===== src/rtl/secret_result_buffer.sv =====
// Capture buffer for the accumulator result: a first-word-fall-through FIFO with a
// valid/ready output, a saturating drop counter and a wrapping checksum of delivered words.
module secret_result_buffer #(
    parameter int WIDTH = 32,
    parameter int DEPTH = 8,
    parameter int CNT_W = 16
) (
    input  logic                       clk,
    input  logic                       rst_n,
    input  logic [WIDTH-1:0]           x_in,
    input  logic                       capture_en,
    input  logic                       flush,
    output logic [WIDTH-1:0]           out_data,
    output logic                       out_valid,
    input  logic                       out_ready,
    output logic [$clog2(DEPTH):0]     level,
    output logic [CNT_W-1:0]           drop_count,
    output logic [WIDTH-1:0]           sum
);

    localparam int AW = $clog2(DEPTH);

    logic [WIDTH-1:0] mem [DEPTH];
    logic [AW:0]      wr_ptr;
    logic [AW:0]      rd_ptr;
    logic [AW:0]      wr_nxt;
    logic [AW:0]      rd_nxt;
    logic [WIDTH-1:0] head_nxt;
    logic             full;
    logic             pop;
    logic             push;
    logic             drop;

    function automatic logic [CNT_W-1:0] sat_inc(input logic [CNT_W-1:0] v);
        return (&v) ? v : v + CNT_W'(1);
    endfunction

    // Occupancy comes straight from the extra pointer bit, so full and empty never alias.
    assign level     = wr_ptr - rd_ptr;
    assign out_valid = (wr_ptr != rd_ptr);
    assign full      = (level == (AW+1)'(DEPTH));
    assign pop       = out_valid & out_ready & ~flush;
    assign push      = capture_en & ~flush & (~full | pop);
    assign drop      = capture_en & ~flush & ~push;

    always_comb begin
        rd_nxt   = rd_ptr;
        wr_nxt   = wr_ptr;
        head_nxt = out_data;
        if (flush) begin
            rd_nxt = wr_ptr;
        end else begin
            if (pop)  rd_nxt = rd_ptr + (AW+1)'(1);
            if (push) wr_nxt = wr_ptr + (AW+1)'(1);
        end
        // Register the next head; a word written this edge into the head slot comes from x_in.
        if (wr_nxt != rd_nxt) begin
            if (push && (wr_ptr[AW-1:0] == rd_nxt[AW-1:0]))
                head_nxt = x_in;
            else
                head_nxt = mem[rd_nxt[AW-1:0]];
        end
    end

    always_ff @(posedge clk) begin
        if (push) mem[wr_ptr[AW-1:0]] <= x_in;
    end

    always_ff @(posedge clk or negedge rst_n) begin
        if (!rst_n) begin
            wr_ptr     <= '0;
            rd_ptr     <= '0;
            out_data   <= '0;
            drop_count <= '0;
            sum        <= '0;
        end else begin
            wr_ptr   <= wr_nxt;
            rd_ptr   <= rd_nxt;
            out_data <= head_nxt;
            if (drop) drop_count <= sat_inc(drop_count);
            if (pop)  sum        <= sum + out_data;
        end
    end

endmodule


===== config.mk =====
export PLATFORM = sky130hd
export DESIGN_NAME = secret_result_buffer
export DESIGN_NICKNAME = d
export VERILOG_FILES = /design/src/rtl/secret_result_buffer.sv
export SDC_FILE = /design/constraint.sdc
export NUM_CORES = 1
export LEC_CHECK = 0
export ABC_AREA = 0
export CORE_AREA = 2 2 200 202
export CTS_CLUSTER_DIAMETER = 100
export DETAILED_ROUTE_END_ITERATION = 7
export DIE_AREA = 0 0 202 204
export DONT_BUFFER_PORTS = 1
export PLACE_DENSITY_LB_ADDON = 0.1
export SETUP_SLACK_MARGIN = 0.2
export SKIP_CTS_REPAIR_TIMING = 1
export SLEW_MARGIN = 20
export SYNTH_ARGS = -nofsm -noshare
export SYNTH_HDL_FRONTEND = slang
export SYNTH_SLANG_ARGS = --single-unit
export TNS_END_PERCENT = 20

===== constraint.sdc =====
create_clock -name clk -period 17.2 [get_ports clk]
set_clock_uncertainty 0.05 [all_clocks]
set_input_delay 3.44 -clock clk [delete_from_list [all_inputs] [get_ports clk]]
set_output_delay 3.44 -clock clk [all_outputs]
set_load 0.05 [all_outputs]

; Word-level counts from Yosys, hierarchy flattened
; Memories as Yosys holds them, arrays and structs flattened. A register that Yosys moved wholly into a read port is not among the register bits.
; Cells that the tools add are included.
[classes]
n_div = 0
n_lt_le_gt_ge = 0
eq_ne = 3
add_sub_neg = 5
bitwise_logic = 10
multipliers = 0
shifts = 0
muxes = 6
reduce_logical = 3
[op_table]
columns = operator, count
row1 = $add 32x32->32, 1
row2 = $add 16x1->16 const B, 1
row3 = $mux 4, 4
row4 = $reduce_and 16->1, 1
row5 = $add 4x1->4 const B, 2
row6 = $ne 4x4->1, 2
row7 = $and 1x1->1, 5
row8 = $eq 4x4->1 const B, 1
row9 = $not 1->1, 4
row10 = $sub 4x4->4, 1
row11 = $mux 1, 2
row12 = $reduce_and 2->1, 1
row13 = $logic_not 1->1, 1
row14 = $or 1x1->1, 1
[totals]
ram_bits = 256
romBits = 0
mem_count = 1
word_cells = 32
latch_bits = 0
register_bits = 56
[mem_list]
columns = name, words, width, rd, rd_ports_with_merged_regs, wr, line
row1 = mem, 8, 32, 1, 1, 1, 23  ; logic [WIDTH-1:0] mem [DEPTH];

; Longest topological paths before layout
; Gate-level depths: netlist of the first run.
[logic_depth]
word_depth = 8
depth_mapped = 16
depth_no_buf = 12

; Least setup slack after synthesis of the first run
; OpenSTA, ideal clock, no wires.
[synth_path]
kind = input port to flip-flop
startpoint = input out_ready
endpoint = memory mem[0][0] (enable)
t_required_ps = 16649
setup_ps = 501
slack_ps = 9550
stages = 4
t_arrival_ps = 7098
cell_sequence = a21boi_2 nor4_2 a21o_1 nor4_1
[synth_via]
elab_chain_cells = 6
[synth_rtl]
columns = item, line
row1 = start: declaration, 15  ; input logic out_ready,
row2 = $and 1x1->1 (2 in series), 42  ; assign pop = out_valid & out_ready & ~flush;
row3 = $or 1x1->1, 43  ; assign push = capture_en & ~flush & (~full | pop);
row4 = $and 1x1->1, 43
row5 = $mux 1, 66  ; if (push) mem[wr_ptr[AW-1:0]] <= x_in;
row6 = $mux 1 (not written as such), 66
row7 = end: declaration, 23
; Every way passes these cells.

; Worst setup path after layout of the first run
[layout_path]
startpoint = input out_ready
endpoint = register out_data[23] (read register of mem)
[layout_via]
elab_chain_cells = 7
word_cells_on_any_way = 9
cone_classes = eq/ne (1) / mux (4) / bitwise (4)
[layout_rtl]
columns = item, line
row1 = $and 1x1->1 * (2 in series), 42
row2 = $or 1x1->1, 43
row3 = $and 1x1->1, 43
row4 = $mux 4, 54  ; if (push) wr_nxt = wr_ptr + (AW+1)'(1);
row5 = $mux 4, 50  ; if (flush) begin
row6 = $ne 4x4->1, 57  ; if (wr_nxt != rd_nxt) begin
row7 = end: declaration, 13  ; output logic [WIDTH-1:0] out_data,
; Every way passes the cells marked *; elsewhere a longest branch is shown, timed or not.
; A chain may end at the register's enable or synchronous reset.

==> flow_summary.json, run 1 <==
{
  "status": "finished, final reports clean",
  "synth_xor_area_frac": 0.0293,
  "start_kind": "input port",
  "clkSlewWorstSetupHoldPaths_ns": 0.06,
  "ys_ff_latch": 344,
  "synth_area_per_cell_sq_um": 13.4,
  "synth_compound_area_frac": 0.122,
  "synth.yosys.seq_area_share": 0.572,
  "worstPathMaxFanout": 35,
  "p_per_area_nw_per_um2": 208,
  "max_freq_mhz": 153,
  "min_from": "wr_ptr[3]$_DFF_PN0_",
  "antenna_left": 0,
  "final_core_util": 0.491,
  "area_growth_pct": 11.1,
  "hold-worst-slack_ns": 0.602,
  "ir_drop_mv": 0.133,
  "cts_max_path_buffers": 3,
  "synth_async_sr_flop_share": 0.256,
  "path_cells": "a21boi_2 > nor4_2 > a31oi_4 > and4_2 > xnor2_1 > a21o_1 > a2111oi_4 > buf_4 > mux2_2",
  "setup_viol": 0,
  "worst_pin_slew_ns": 1.10,
  "crit_slowest_cell": "and4_2",
  "grt_pass1_vias": 10900,
  "dieArea_sq_um": 41200,
  "criticalPathCategory": "in2reg",
  "synth_cell_types": 58,
  "reg2reg_depth": 13,
  "core-area_sq_um": 39200,
  "synthSimpleGateAreaFrac": 0.0556,
  "synthAdderAreaFrac": 0.0291,
  "post_drt_wl_per_cell_um": 24.1,
  "synth_cells": 1288,
  "finalCriticalPeriod_ns": 6.53,
  "final_cell_area_sq_um": 19200,
  "wl_um": 44000,
  "rsz0062_at_grt": "no",
  "cts_max_level": 2,
  "die_w_um": 202,
  "drv_cap": 0,
  "regToRegStartpoint": "wr_ptr[0]$_DFF_PN0_",
  "synth_mux_area_frac": 0.168,
  "gp_congestion": 0.830,
  "synth.top_cell.area_share": 0.445,
  "slew_headroom": 0.264,
  "grt-ovfl-total": 0,
  "drt_iter0_markers": 946,
  "dpl.hpwl_um": 25500,
  "grt_max_degree": 89,
  "cts_buffers": 40,
  "synthesis.nets": 1364,
  "drive_gt1_frac": 0.214,
  "rows": 73,
  "cts_sinks": 344,
  "diodes": 0,
  "detail_route.first_pass.iterations": 7,
  "synth_top_flop_cell": "edfxtp_1",
  "hold_viol_final": 0,
  "crit_arrival_ns": 6.89,
  "setup_tns_ns": 0,
  "boundaryPins": 122,
  "port_buffers": 0,
  "synth_top_family_by_area": "multiplexers",
  "placed_area_sq_um": 17900,
  "worstSetupStartpoint": "out_ready",
  "drc": 0,
  "nNetsFinal": 1346,
  "grt_first_pass_wirelength_um": 67000,
  "start_util": 0.441,
  "tritoncts": "yes",
  "yosysTopAreaCell": "edfxtp_1",
  "whs_path_depth": 1,
  "synth.most_common_cell": "edfxtp_1",
  "yosys-top-cells-area": "edfxtp_1, dfrtp_1, mux2_2",
  "clock_latency_ns": 0.54,
  "min_period_over_period": 0.379,
  "cts_root_buf": "clkbuf_16",
  "cpPeakStageDelay_ns": 1.03,
  "avgViaCountPerCell": 6.00,
  "vias": 11000,
  "ys_warn_count": 0,
  "grt_use_total": 0.213,
  "synth_area_sq_um": 17300,
  "hold_class": "reg2reg",
  "grt_antenna_before_repair": 0,
  "slew_violations": 0,
  "critPathRequiredTime_ns": 17.56,
  "cp-end-kind": "flip-flop",
  "synth_edf_count": 256,
  "synth_common_cells": "edfxtp_1, mux2_2, nand2_1",
  "leakage_nw": 6.78,
  "dieHeight_um": 204
}
[layer usage]
layer	global-route usage	wire length (um)	share of wire	vias to the layer above
met3	0.0438	2550	0.058	59
met4	0.0607	1040	0.024	0
met5	0	0	0	-
li1	-	-	-	5042
met1	0.289	19600	0.45	5580
met2	0.347	20800	0.47	285
[worst max-delay path, delay by kind of cell]
family | cells | cell delay [ns]
xor+xnor | 1 | 0.16
simple gates | 2 | 1.15
mux | 1 | 0.39
buf+inv | 1 | 0.50
compound gates | 4 | 1.22
[kinds of logic after synthesis]
family	Yosys count
DFF	344
AOI/OAI and AO/OA	295
muxes	231
and+or+nand+nor	218
buffers and inverters	104
xor gates and xnor gates	57
adders and majority gates	39
[registers in the layout, indices dropped and copies added, names as in the netlist]
name	count
out_data	32
sum	32
drop_count	16
mem	256
wr_ptr	4
rd_ptr	4
[placed cells by master (no fill, tap or decap), types with 3 or more instances in the layout]
master,Yosys,routed
edfxtp_1,256,256
mux2_2,136,136
nand2_1,135,134
dfrtp_1,88,86
o21ai_0,79,78
a222oi_1,66,66
a21oi_1,65,64
clkbuf_16,0,42
xnor2_1,37,37
ha_1,37,37
mux2i_1,34,33
a32oi_1,32,32
mux4_2,31,31
mux2_1,30,30
nor2_1,25,23
inv_1,22,22
buf_4,1,20
xor2_1,19,19
nand3_1,16,16
a21o_1,14,14
clkbuf_1,65,11
clkinv_2,0,10
and3_1,9,9
a211oi_1,7,7
nor3b_1,6,5
a31oi_1,5,5
clkbuf_8,0,5
nand4_1,4,4
o31ai_1,4,4
o21a_1,4,4
nor3_1,8,4
nor3_2,0,4
a31o_2,3,3
nor4_2,1,3
bufinv_16,0,3
[power breakdown]
group          switching (mW)  total [mW]  internal (mW)  leakage, nW
Clock                   0.337       0.851          0.515        0.657
Sequential              0.442        1.48           1.04         3.39
Combinational           0.933        1.66          0.730         2.73
[worst paths after layout]
| kind | to | slack (ns) |
|---|---|---|
| worst max-delay path | out_data[23]$_DFFE_PN0P_ | 10.67 |
| worst min-delay path | wr_ptr[3]$_DFF_PN0_ | 0.60 |
| worst max register to register | out_data[23]$_DFFE_PN0P_ | 11.91 |
| worst min register to register | wr_ptr[3]$_DFF_PN0_ | 0.60 |
| max in group asynchronous | sum[3]$_DFFE_PN0N_ | 14.37 |
| min in group asynchronous | out_data[26]$_DFFE_PN0P_ | 2.55 |
[final cells by class]
cell class                      instances  area, sq um
Timing Repair Buffer                   21          178
Clock buffer                           58         1160
Multi-Input combinational cell        840         7080
Clock inverter                         16          168
Sequential cell                       344         9890
Inverter                               23         86.3
Tap cell                              525          657
Fill cell                            3387        20000
[stage by stage]
stage	total power [mW]	setup slack, ns	std cells
after floorplan	2.75	9.55	1288
after global placement	3.14	10.12	1752
after detailed placement	3.16	10.14	1752
after CTS	4.03	10.69	1826
after global routing	4.24	10.48	1827
final	3.99	10.67	1827
Power figures use the tool's default switching activity.
==> run 2, diff against run 1 <==
==> constraint.sdc (replaced) <==
create_clock -name clk -period 5.9 [get_ports clk]
set_clock_uncertainty 0.05 [all_clocks]
set_input_delay 1.18 -clock clk [delete_from_list [all_inputs] [get_ports clk]]
set_output_delay 1.18 -clock clk [all_outputs]
set_load 0.05 [all_outputs]
==> run 2 against run 1 <==
  * Via count rose by 0.18%
  * Largest power group unchanged
  * Combinational power rose to 3.0 times the previous value
  * Non-clock buffer count did not move
  * Count of clock-buffer cells in the layout fell by 5
  * Highest routed layer unchanged
  * Hold slack got worse by 0.31 ns
==> flow_summary.json, run 2 (same netlist as run 1, synthesis figures left out) <==
{
  "cts_max_path_buffers": 3,
  "hold_viol_final": 0,
  "status": "finished, final reports clean",
  "drc": 0,
  "max_freq_mhz": 208,
  "critPathBufInv": 4,
  "cts_max_level": 2,
  "cts_sinks": 344,
  "setup_viol": 0,
  "mostFrequentLayoutCell": "edfxtp_1",
  "start_kind": "flip-flop",
  "cpPeakStageDelay_ns": 0.61,
  "largest_reg_flops": 256,
  "cp-end-kind": "flip-flop",
  "layout_common_cells": "edfxtp_1, mux2_2, nand2_1",
  "hold_class": "in2async",
  "clkSlewWorstSetupHoldPaths_ns": 0.06,
  "dieArea_sq_um": 41200,
  "grt_max_degree": 93,
  "boundaryPins": 122,
  "seq_area_sq_um": 9890,
  "slew_headroom": 0.260,
  "hold-worst-slack_ns": 0.290,
  "diodes": 0,
  "area_growth_pct": 11.1,
  "worstPathMaxFanout": 32,
  "grt_pass1_vias": 10800,
  "worst_pin_slew_ns": 1.11,
  "worst_path_dominant_cell_family": "buffers and inverters",
  "slew_violations": 0,
  "post_drt_wl_per_cell_um": 24.0,
  "antenna_left": 0,
  "nNetsFinal": 1346,
  "drt_iter0_markers": 938,
  "path_cells": "inv_1 > ha_1 > fa_1 > xor2_1 > inv_1 > nor4_2 > a31oi_4 > and4_2 > buf_4 > xnor2_1 > a21o_1 > a2111oi_4 > buf_4 > mux2_2",
  "critPathRequiredTime_ns": 6.25,
  "finalCriticalPeriod_ns": 4.81,
  "rows": 73,
  "dieHeight_um": 204,
  "criticalPathCategory": "reg2reg",
  "start_util": 0.441,
  "grt_use_total": 0.212,
  "tritoncts": "yes",
  "dpl.hpwl_um": 25600,
  "placed_area_sq_um": 17900,
  "multi_input_area_sq_um": 7080,
  "min_period_over_period": 0.814,
  "drv_cap": 0,
  "crit_arrival_ns": 5.16,
  "grt_antenna_before_repair": 0,
  "leakage_nw": 6.76,
  "drive_gt1_frac": 0.208,
  "fill_cells": 3377,
  "p_per_area_nw_per_um2": 608,
  "ir_drop_mv": 0.370,
  "cts_buffers": 40,
  "gp_congestion": 0.859,
  "vias": 11000,
  "cts_root_buf": "clkbuf_16",
  "wl_um": 43800,
  "core-area_sq_um": 39200,
  "crit_slowest_cell": "dfrtp_4",
  "clock_latency_ns": 0.53,
  "rsz0062_at_grt": "no",
  "grt_first_pass_wirelength_um": 66900,
  "port_buffers": 0,
  "grt-ovfl-total": 0,
  "final_cell_area_sq_um": 19200,
  "detail_route.first_pass.iterations": 8,
  "avgViaCountPerCell": 6.03,
  "die_w_um": 202,
  "worst-r2r-setup-slack_ns": 1.09
}
[run 2: layer usage]
metal | vias to the layer above | track usage | routed length [um]
met5 | - | 0 | 0
met4 | 0 | 0.0609 | 996
met3 | 62 | 0.0410 | 2670
met2 | 319 | 0.344 | 20700
met1 | 5536 | 0.291 | 19500
li1 | 5069 | - | -
[run 2: area by class of cell]
type,instances,area share
Clock buffer,53,0.0563
Clock inverter,17,0.0122
Inverter,23,0.00449
Multi-Input combinational cell,840,0.368
Sequential cell,344,0.515
Tap cell,525,0.0342
Timing Repair Buffer,21,0.00951
[run 2: power by group]
part / switching (mW) / leakage, nW / internal [mW]
logic: 2.80 / 2.73 / 2.11
clock network: 0.961 / 0.634 / 1.55
registers: 1.23 / 3.39 / 3.03
total: 4.99 / 6.76 / 6.69
[run 2: final timing paths]
path	start	endpoint	cells past startpoint
max	wr_ptr[0]$_DFF_PN0_	out_data[22]$_DFFE_PN0P_	14
min	rst_n	wr_ptr[0]$_DFF_PN0_	0
max reg2reg	wr_ptr[0]$_DFF_PN0_	out_data[22]$_DFFE_PN0P_	14
min reg2reg	wr_ptr[3]$_DFF_PN0_	wr_ptr[3]$_DFF_PN0_	1
max in group asynchronous	rst_n	sum[0]$_DFFE_PN0N_	0
min in group clk	wr_ptr[3]$_DFF_PN0_	wr_ptr[3]$_DFF_PN0_	1
[run 2: per-stage QoR]
stage | setup WS (ns) | total power [mW] | std cells | TNS [ns] | utilization
final | 1.09 | 11.7 | 1823 | 0 | 0.490
after global routing | 0.813 | 12.4 | 1823 | 0 | 0.490
after detailed placement | 1.09 | 9.24 | 1753 | 0 | 0.457
after global placement | 1.16 | 9.18 | 1753 | 0 | 0.457
after floorplan | -0.287 | 8.01 | 1288 | -18.37 | -
after CTS | 1.07 | 11.8 | 1823 | 0 | 0.490
